$ cat src/rtl/down_counter.sv
// down_counter: synchronous down counter with parallel load and underflow flags.
// Underflow produces a one-cycle pulse (uf) and a sticky indicator (uf_sticky).
// Optional feature macro: DOWN_COUNTER_RELOAD_EN.
//   Defined:   underflow reloads count from a register captured on load,
//              so the block divides by load_val + 1.
//   Undefined: underflow always wraps to all ones.
module down_counter #(
    parameter int WIDTH = 3
) (
    input  logic             clk,
    input  logic             rst,
    input  logic             en,
    input  logic             load,
    input  logic [WIDTH-1:0] load_val,
    output logic [WIDTH-1:0] count,
    output logic             zero,
    output logic             uf,
    output logic             uf_sticky
);

    logic [WIDTH-1:0] wrap_val;

`ifdef DOWN_COUNTER_RELOAD_EN
    logic [WIDTH-1:0] reload;

    // Reload register: resets to all ones so the first underflow after reset
    // matches the plain wrap-around build; otherwise it follows every load.
    always_ff @(posedge clk) begin
        if (rst) begin
            reload <= '1;
        end else if (load) begin
            reload <= load_val;
        end
    end

    assign wrap_val = reload;
`else
    assign wrap_val = '1;
`endif

    // Counter and underflow flags; priority is reset, then load, then enable.
    always_ff @(posedge clk) begin
        if (rst) begin
            count     <= '0;
            uf        <= 1'b0;
            uf_sticky <= 1'b0;
        end else if (load) begin
            count     <= load_val;
            uf        <= 1'b0;
            uf_sticky <= 1'b0;
        end else if (en) begin
            if (count == '0) begin
                count     <= wrap_val;
                uf        <= 1'b1;
                uf_sticky <= 1'b1;
            end else begin
                count <= count - 1'b1;
                uf    <= 1'b0;
            end
        end else begin
            uf <= 1'b0;
        end
    end

    assign zero = (count == '0);

endmodule

$ cat config.mk
export PLATFORM = sky130hd
export DESIGN_NAME = down_counter
export DESIGN_NICKNAME = d
export VERILOG_FILES = /design/src/rtl/down_counter.sv
export SDC_FILE = /design/constraint.sdc
export NUM_CORES = 1
export LEC_CHECK = 0
export CORE_AREA = 4 4 41 43
export CTS_CLUSTER_SIZE = 8
export DETAILED_ROUTE_END_ITERATION = 16
export DIE_AREA = 0 0 45 47
export REMOVE_ABC_BUFFERS = 1
export SYNTH_ARGS = -nofsm -noshare
export SYNTH_HDL_FRONTEND = slang
export SYNTH_SLANG_ARGS = --single-unit
$ cat constraint.sdc
create_clock -name clk -period 1.25 [get_ports clk]
set_clock_uncertainty 0.05 [all_clocks]
set_input_delay 0.25 -clock clk [delete_from_list [all_inputs] [get_ports clk]]
set_output_delay 0.25 -clock clk [all_outputs]
set_load 0.005 [all_outputs]
==> flow_summary.rst, run 1 <==
.. list-table::
   :header-rows: 1

   * - Metric
     - Value
   * - Yosys cell types
     - 17
   * - Path category of the worst min-delay check
     - input pin to register
   * - Max Fclk
     - 0.761 GHz
   * - Failing checks
     - setup timing
   * - Die width
     - 45 um
   * - DP Area
     - 464 um2
   * - Pwr per Cell Area
     - 946 nW/um2
   * - Number of antenna violations at the first check in global routing
     - 0
   * - Pin count of the biggest net entering global routing
     - 8
   * - Total number of vias
     - 308
   * - RSZ-0062 raised after global routing
     - true
   * - Max-slew headroom
     - 79.0%
   * - Clock tree from TritonCTS
     - yes
   * - Post-detail-place hpwl
     - 537 um
   * - Cells traversed along the worst timing path
     - inv_2, ha_4, nor2b_4, buf_2
   * - Buffers from clock root to sink, at most
     - 2
   * - Layout cells sized above 1
     - 56.4%
   * - Port Buffer Count
     - 12
   * - WP data required
     - 950 ps
   * - Crit end category
     - output pin
   * - Delay of the slowest critical-path stage
     - 310 ps
   * - Number of rows created at floorplan
     - 13
   * - Run status
     - complete, but fails checks
   * - CTS Root Buffer Type
     - sky130_fd_sc_hd__clkbuf_4
   * - Share of the yosys chip area belonging to registers
     - 37.2%
   * - Number of top-level pins
     - 13
   * - Setup crit start kind
     - register
   * - Overall die area
     - 2120 um2
   * - Insertion delay to the later sink of the worst-skew pair
     - 240 ps
   * - First DRT Iteration DRCs
     - 3
   * - Share of Yosys cell area claimed by the top area cell type
     - 37.2%
   * - Net total in the final layout
     - 65
   * - Number of buffers inserted for hold repair after clock tree synthesis
     - 0
   * - Start-to-end type of the worst setup path
     - register to output pin
   * - Total track usage
     - 9.57%
   * - TritonCTS Buffers
     - 3
   * - Number of setup violations in the final report
     - 1
   * - Count of yosys warnings during synthesis
     - 0
   * - Max-cap violation count
     - 0
   * - Synth Cell Area
     - 269 um2
   * - Crit. Startpoint
     - count[1]
   * - Worst slack, placed
     - -228 ps
   * - Cell types occupying the most area after synthesis
     - sky130_fd_sc_hd__dfxtp_1 (37%), sky130_fd_sc_hd__ha_1 (9.3%), sky130_fd_sc_hd__nor3_1 (5.6%)
   * - PnR worst setup slack
     - -64.6 ps
   * - Time the final worst path needs with I/O delays and setup
     - 1310 ps
   * - Antenna Cells
     - 0
   * - Cell count after synthesis
     - 29
   * - Remaining antenna violation count after routing
     - 0
   * - Slew Viols, Final
     - 0
   * - Launching point of the worst reg2reg path
     - count[0]
   * - Overflow after GRT
     - 0
   * - Post-route DRC
     - 0
   * - Synth top cells by count
     - sky130_fd_sc_hd__dfxtp_1 (5), sky130_fd_sc_hd__inv_1 (3), sky130_fd_sc_hd__nand2_1 (3), sky130_fd_sc_hd__nor3_1 (3)
   * - Top_reg_cell synth
     - sky130_fd_sc_hd__dfxtp_1
   * - Post-route fraction of the period consumed by the critical path
     - 105%
   * - Number of global-route vias before repair
     - 324
   * - Critical path fanouts, max
     - 2
   * - Hold violation total from the final report
     - 0
   * - Area added between synthesis and finish
     - 113%
   * - Reg-to-reg slack, setup
     - 20 ps
   * - Number of flip-flops and latches in the synthesized netlist
     - 5
   * - Total wirelength of the detailed-routed design
     - 733 um
   * - Core box area
     - 1300 um2
   * - Detailed-routing iteration count for the pre-antenna-repair pass
     - 2
   * - Initial cell density of the core
     - 20.7%
   * - Post-synth EDFFs
     - 0
   * - Peak VDD IR
     - 485 uV
   * - Wire length of the first global-routing pass
     - 1370 um
   * - Post-detailed-route via-to-cell ratio
     - 4.40
   * - Clock sink count
     - 5
   * - Capture point of the worst reg-to-reg path
     - count[2]
   * - Syn_area_per_cell
     - 9.28 um2
   * - Final weighted congestion in routability-driven placement
     - 0.786
   * - Share of async-settable or async-resettable flops after synthesis
     - 0%
   * - Cell type with the highest aggregate area in the netlist
     - sky130_fd_sc_hd__dfxtp_1
   * - Vertical extent of the die
     - 47 um
   * - R2r worst-path depth
     - 6
   * - Final standard cell utilization of the core
     - 44.1%
   * - Data arrival time at the worst-slack endpoint
     - 1010 ps
   * - Worst-Margin Slew
     - 315 ps
   * - Slowest cell on the critical path
     - sky130_fd_sc_hd__dfxtp_2
   * - Final Cell Area
     - 574 um2
   * - Wirelength per Cell
     - 10.5 um
   * - Static leakage
     - 0.000263 uW
   * - Clock-pin slew reported for the worst setup and hold paths after clock tree synthesis
     - 40 ps
   * - Crit path capture
     - zero
   * - Number of levels in the clock H-tree
     - 1
   * - Most frequently used cell type in the post-synthesis netlist
     - sky130_fd_sc_hd__dfxtp_1
-- timing repair --
action                     in CTS  in global routing
pin swaps                       7                  6
resized for setup              24                  7
setup endpoints to repair       9                  5
hold endpoints to repair        0                  0
setup buffers                   3                  0
gates cloned                    0                  0
-- stage by stage --
stage | TNS [ps] | cells | hold WS (ps) | total power (uW)
final | -64.6 | 70 | 349 | 543
after global placement | -720 | 64 | 446 | 321
after global routing | -189 | 70 | 379 | 597
after detailed placement | -816 | 64 | 456 | 322
after CTS | -194 | 71 | 466 | 549
after floorplan | 0 | 28 | 269 | 230
-- critical path: cells and delay by family (launching register included) --
kind / cells / cell delay, ps
flops: 1 / 310
simple gates: 1 / 140
buf+inv: 2 / 190
fa+ha+maj: 1 / 130
-- registers in the layout, summed over array words and instances, names as in the netlist --
name / count
uf_sticky: 1
uf: 1
count: 3
-- layout make-up --
type,count,area (um2)
clock buffers,4,26.3
well taps,15,18.8
repair buffers,23,203
flip-flops and latches,5,104
inverters,4,15.0
multi-input cells,19,208
fillers,130,727
-- power breakdown --
part           internal [uW]  total [uW]  switching [uW]
clock network            121         187            66.4
logic                    103         178            74.9
registers                172         178            5.99
total                    396         543             147
-- cell usage in the layout (no fill, tap or decap), drive strengths merged, types with 3 or more instances in the layout --
| master | count |
|---|---|
| nor3 | 3 |
| inv | 4 |
| buf | 12 |
| dfxtp | 5 |
| dlygate4sd2 | 3 |
| clkbuf | 4 |
| clkdlybuf4s50 | 4 |
| nand2 | 3 |
-- worst min-delay path by stage --
stage / startpoint / to / slack (ps) / cells past startpoint
2_1_floorplan: rst / count[1] / 270 / 1
3_3_place_gp: uf_sticky / uf_sticky / 450 / 2
3_5_place_dp: uf_sticky / uf_sticky / 460 / 2
4_1_cts: uf_sticky / uf_sticky / 470 / 2
5_1_grt: load / uf_sticky / 380 / 2
6_report: load / uf_sticky / 350 / 2
-- metal layers --
layer	vias up	track usage [%]	routed length (um)
li1	153	-	-
met1	140	10.0	302
met2	12	14.4	342
met3	3	4.21	65
met4	0	8.77	23
met5	-	0	0
-- logic make-up after synthesis --
kind of cell    after synthesis  synth area share, %
compound gates                7                 20.0
fa+ha+maj                     2                 9.30
buf+inv                       5                 9.77
flops                         5                 37.2
simple gates                 10                 23.7
No activity file was read; power rests on OpenSTA's default activity.
==> inputs of run 2 (changes only) <==
--- a/config.mk
+++ b/config.mk
@@ -9,6 +9,8 @@
 export CTS_CLUSTER_SIZE = 8
 export DETAILED_ROUTE_END_ITERATION = 16
 export DIE_AREA = 0 0 45 47
+export GPL_ROUTABILITY_DRIVEN = 0
+export PLACE_DENSITY = 0.46
 export REMOVE_ABC_BUFFERS = 1
 export SYNTH_ARGS = -nofsm -noshare
 export SYNTH_HDL_FRONTEND = slang
==> run 2 against run 1 <==
The run still ends with setup timing left; sequential share of layout area grew 0.28 points; via count grew 5.2%; register-to-register slack lost 98 ps; cell area shrank 1.5%; fmax shrank 1.0%; clock-buffer cell count is the same; largest power group unchanged; highest routed layer unchanged.
==> flow_summary.rst, run 2 (synthesized netlist as in run 1, its figures left out) <==
.. list-table::
   :header-rows: 1

   * - Metric
     - Value
   * - Run status
     - complete, but fails checks (unchanged)
   * - Failing checks
     - setup timing (unchanged)
   * - CTS Root Buffer Type
     - sky130_fd_sc_hd__clkbuf_4 (unchanged)
   * - Final total power
     - 541 uW (was 543 uW)
   * - PnR worst setup slack
     - -78.3 ps (was -64.6 ps)
   * - Remaining antenna violation count after routing
     - 0 (unchanged)
   * - Max-cap violation count
     - 0 (unchanged)
   * - Start-to-end type of the worst setup path
     - register to register (was register to output pin)
   * - Leading registers by flop count
     - count x3, uf x1, uf_sticky x1 (unchanged)
   * - Setup crit start kind
     - register (unchanged)
   * - Reported net switching power
     - 143 uW (was 147 uW)
   * - Area added between synthesis and finish
     - 110% (was 113%)
   * - Total track usage
     - 10.0% (was 9.57%)
   * - Switching share of power
     - 26.5% (was 27.1%)
   * - Worst-Margin Slew
     - 262 ps (was 315 ps)
   * - Wirelength per Cell
     - 11.7 um (was 10.5 um)
   * - Static leakage
     - 0.000259 uW (was 0.000263 uW)
   * - Proportion of power drawn by combinational gates
     - 32.4% (was 32.7%)
   * - Post-detailed-route via-to-cell ratio
     - 4.50 (was 4.40)
   * - Register containing the most flip-flops in the final layout
     - count (unchanged)
   * - Slowest cell on the critical path
     - sky130_fd_sc_hd__dfxtp_2 (unchanged)
   * - Family of cells with the greatest summed delay on the critical path
     - compound AO/OA/AOI/OAI gates (was flip-flops)
   * - TritonCTS Buffers
     - 3 (unchanged)
   * - Worst hold start
     - en (was load)
   * - Number of global-route vias before repair
     - 342 (was 324)
   * - Total wirelength of the detailed-routed design
     - 844 um (was 733 um)
   * - Max-slew headroom
     - 82.5% (was 79.0%)
   * - Final standard cell utilization of the core
     - 43.5% (was 44.1%)
   * - Overall die area
     - 2120 um2 (unchanged)
   * - Hold worst-path end
     - uf (was uf_sticky)
   * - Number of antenna violations at the first check in global routing
     - 0 (unchanged)
   * - Initial cell density of the core
     - 20.7% (unchanged)
   * - Storage element area
     - 104 um2 (unchanged)
   * - Number of top-level pins
     - 13 (unchanged)
   * - Core box area
     - 1300 um2 (unchanged)
   * - Sequential group share of total power
     - 33.3% (was 32.8%)
   * - RSZ-0062 raised after global routing
     - true (unchanged)
   * - Total number of vias
     - 324 (was 308)
   * - Time the final worst path needs with I/O delays and setup
     - 1330 ps (was 1310 ps)
   * - Pin count of the biggest net entering global routing
     - 7 (was 8)
   * - Net total in the final layout
     - 67 (was 65)
   * - Vertical extent of the die
     - 47 um (unchanged)
   * - Footprint of the multi-input gates
     - 183 um2 (was 208 um2)
   * - Number of buffers inserted for hold repair after clock tree synthesis
     - 0 (unchanged)
   * - Crit end category
     - register (was output pin)
   * - Max Fclk
     - 0.753 GHz (was 0.761 GHz)
   * - Clock tree from TritonCTS
     - yes (unchanged)
   * - Hold violation total from the final report
     - 0 (unchanged)
   * - First DRT Iteration DRCs
     - 4 (was 3)
   * - Clock sink count
     - 5 (unchanged)
   * - Commonest non-fill, non-tap cells in the layout
     - sky130_fd_sc_hd__buf_4 (11), sky130_fd_sc_hd__clkdlybuf4s50_1 (5) (was sky130_fd_sc_hd__buf_4 (10), sky130_fd_sc_hd__clkdlybuf4s50_1 (4))
   * - Clock-pin slew reported for the worst setup and hold paths after clock tree synthesis
     - 40 ps (about the same)
   * - Critical path fanouts, max
     - 2 (unchanged)
   * - Clock share of power
     - 34.4% (was 34.5%)
   * - Commonest non-fill, non-tap cell in the layout
     - sky130_fd_sc_hd__buf_4 (unchanged)
   * - Post-route DRC
     - 0 (unchanged)
   * - Largest register FFs
     - 3 (unchanged)
   * - Post-route fraction of the period consumed by the critical path
     - 106% (was 105%)
   * - Capture point of the worst reg-to-reg path
     - count[2] (unchanged)
   * - Insertion delay to the later sink of the worst-skew pair
     - 240 ps (about the same)
   * - Antenna Cells
     - 0 (unchanged)
   * - Worst slack, placed
     - -239 ps (was -228 ps)
   * - Buffers from clock root to sink, at most
     - 2 (unchanged)
   * - Delay of the slowest critical-path stage
     - 330 ps (was 310 ps)
   * - Overflow after GRT
     - 0 (unchanged)
   * - Detailed-routing iteration count for the pre-antenna-repair pass
     - 3 (was 2)
   * - Path category of the worst min-delay check
     - input pin to register (unchanged)
   * - Layout cells sized above 1
     - 50.9% (was 56.4%)
   * - Cells traversed along the worst timing path
     - inv_2, buf_4, buf_6, ha_4, o21a_1, o21ai_1, a211oi_1 (was inv_2, ha_4, nor2b_4, buf_2)
   * - Slew Viols, Final
     - 0 (unchanged)
   * - Number of rows created at floorplan
     - 13 (unchanged)
   * - Launching point of the worst reg2reg path
     - count[0] (unchanged)
   * - Number of setup violations in the final report
     - 2 (was 1)
   * - WP data required
     - 1320 ps (was 950 ps)
   * - Die width
     - 45 um (unchanged)
   * - Number of levels in the clock H-tree
     - 1 (unchanged)
   * - Wire length of the first global-routing pass
     - 1320 um (was 1370 um)
   * - Worst hold stages
     - 4 (was 2)
   * - Post-detail-place hpwl
     - 662 um (was 537 um)
   * - Peak VDD IR
     - 829 uV (was 485 uV)
   * - R2r worst-path depth
     - 7 (was 6)
   * - Data arrival time at the worst-slack endpoint
     - 1400 ps (was 1010 ps)
   * - Fillers
     - 139 (was 130)
   * - Pwr per Cell Area
     - 957 nW/um2 (was 946 nW/um2)
   * - Power Internal
     - 398 uW (was 396 uW)
   * - Reg-to-reg slack, setup
     - -80 ps (was 20 ps)
   * - Buffers plus inverters on the worst setup path
     - 3 (was 2)
   * - Port Buffer Count
     - 12 (unchanged)
-- run 2: worst reg2reg max path, cell delays in order, from the launching register on --
cell and delay [ps]:
sky130_fd_sc_hd__dfxtp_2 330, sky130_fd_sc_hd__inv_2 50, sky130_fd_sc_hd__buf_4 130, sky130_fd_sc_hd__buf_6 120, sky130_fd_sc_hd__ha_4 150, sky130_fd_sc_hd__o21a_1 160
sky130_fd_sc_hd__o21ai_1 130, sky130_fd_sc_hd__a211oi_1 80
-- run 2: per-stage QoR --
step           TNS [ps]  area [um2]  cells  hold WS, ps
2_1_floorplan         0         258     28          269
3_3_place_gp       -603         479     66          448
3_5_place_dp       -667         479     66          456
4_1_cts            -213         554     71          464
5_1_grt            -293         566     72          458
6_report           -150         566     72          436
-- run 2: layout make-up --
type	instances	area share [%]
multi-input cells	19	32.3
flip-flops and latches	5	18.4
inverters	4	2.65
well taps	15	3.32
repair buffers	25	38.7
clock buffers	4	4.65
-- run 2: worst max-delay path by stage --
stage,to,startpoint,cells after the start
4_1_cts,count[0],count[0],7
3_3_place_gp,zero,count[0],4
2_1_floorplan,count[0],count[0],5
5_1_grt,zero,count[0],4
6_report,count[2],count[0],7
3_5_place_dp,zero,count[0],4
-- run 2: power groups by stage --
stage / Clock (uW) / Sequential, uW / Combinational (uW)
2_1_floorplan: 0 / 182 / 47.7
3_3_place_gp: 0 / 180 / 148
3_5_place_dp: 0 / 181 / 151
4_1_cts: 195 / 180 / 172
5_1_grt: 214 / 181 / 191
6_report: 186 / 180 / 175
-- run 2: metal layers --
metal	GRT usage, %	part of all wire (%)	vias to the layer above	wire length (um)
met2	18.4	59	6	494
met4	12.3	4.3	0	36
li1	-	-	157	-
met3	3.45	3.2	4	27
met1	7.24	34	157	286
met5	0	0	-	0
-- run 2: repair_timing --
action,in CTS,in global routing
endpoints found under the setup margin,9,7
hold endpoints to repair,0,0
pin swaps,7,5
gates resized for setup,23,3
setup buffers,1,2
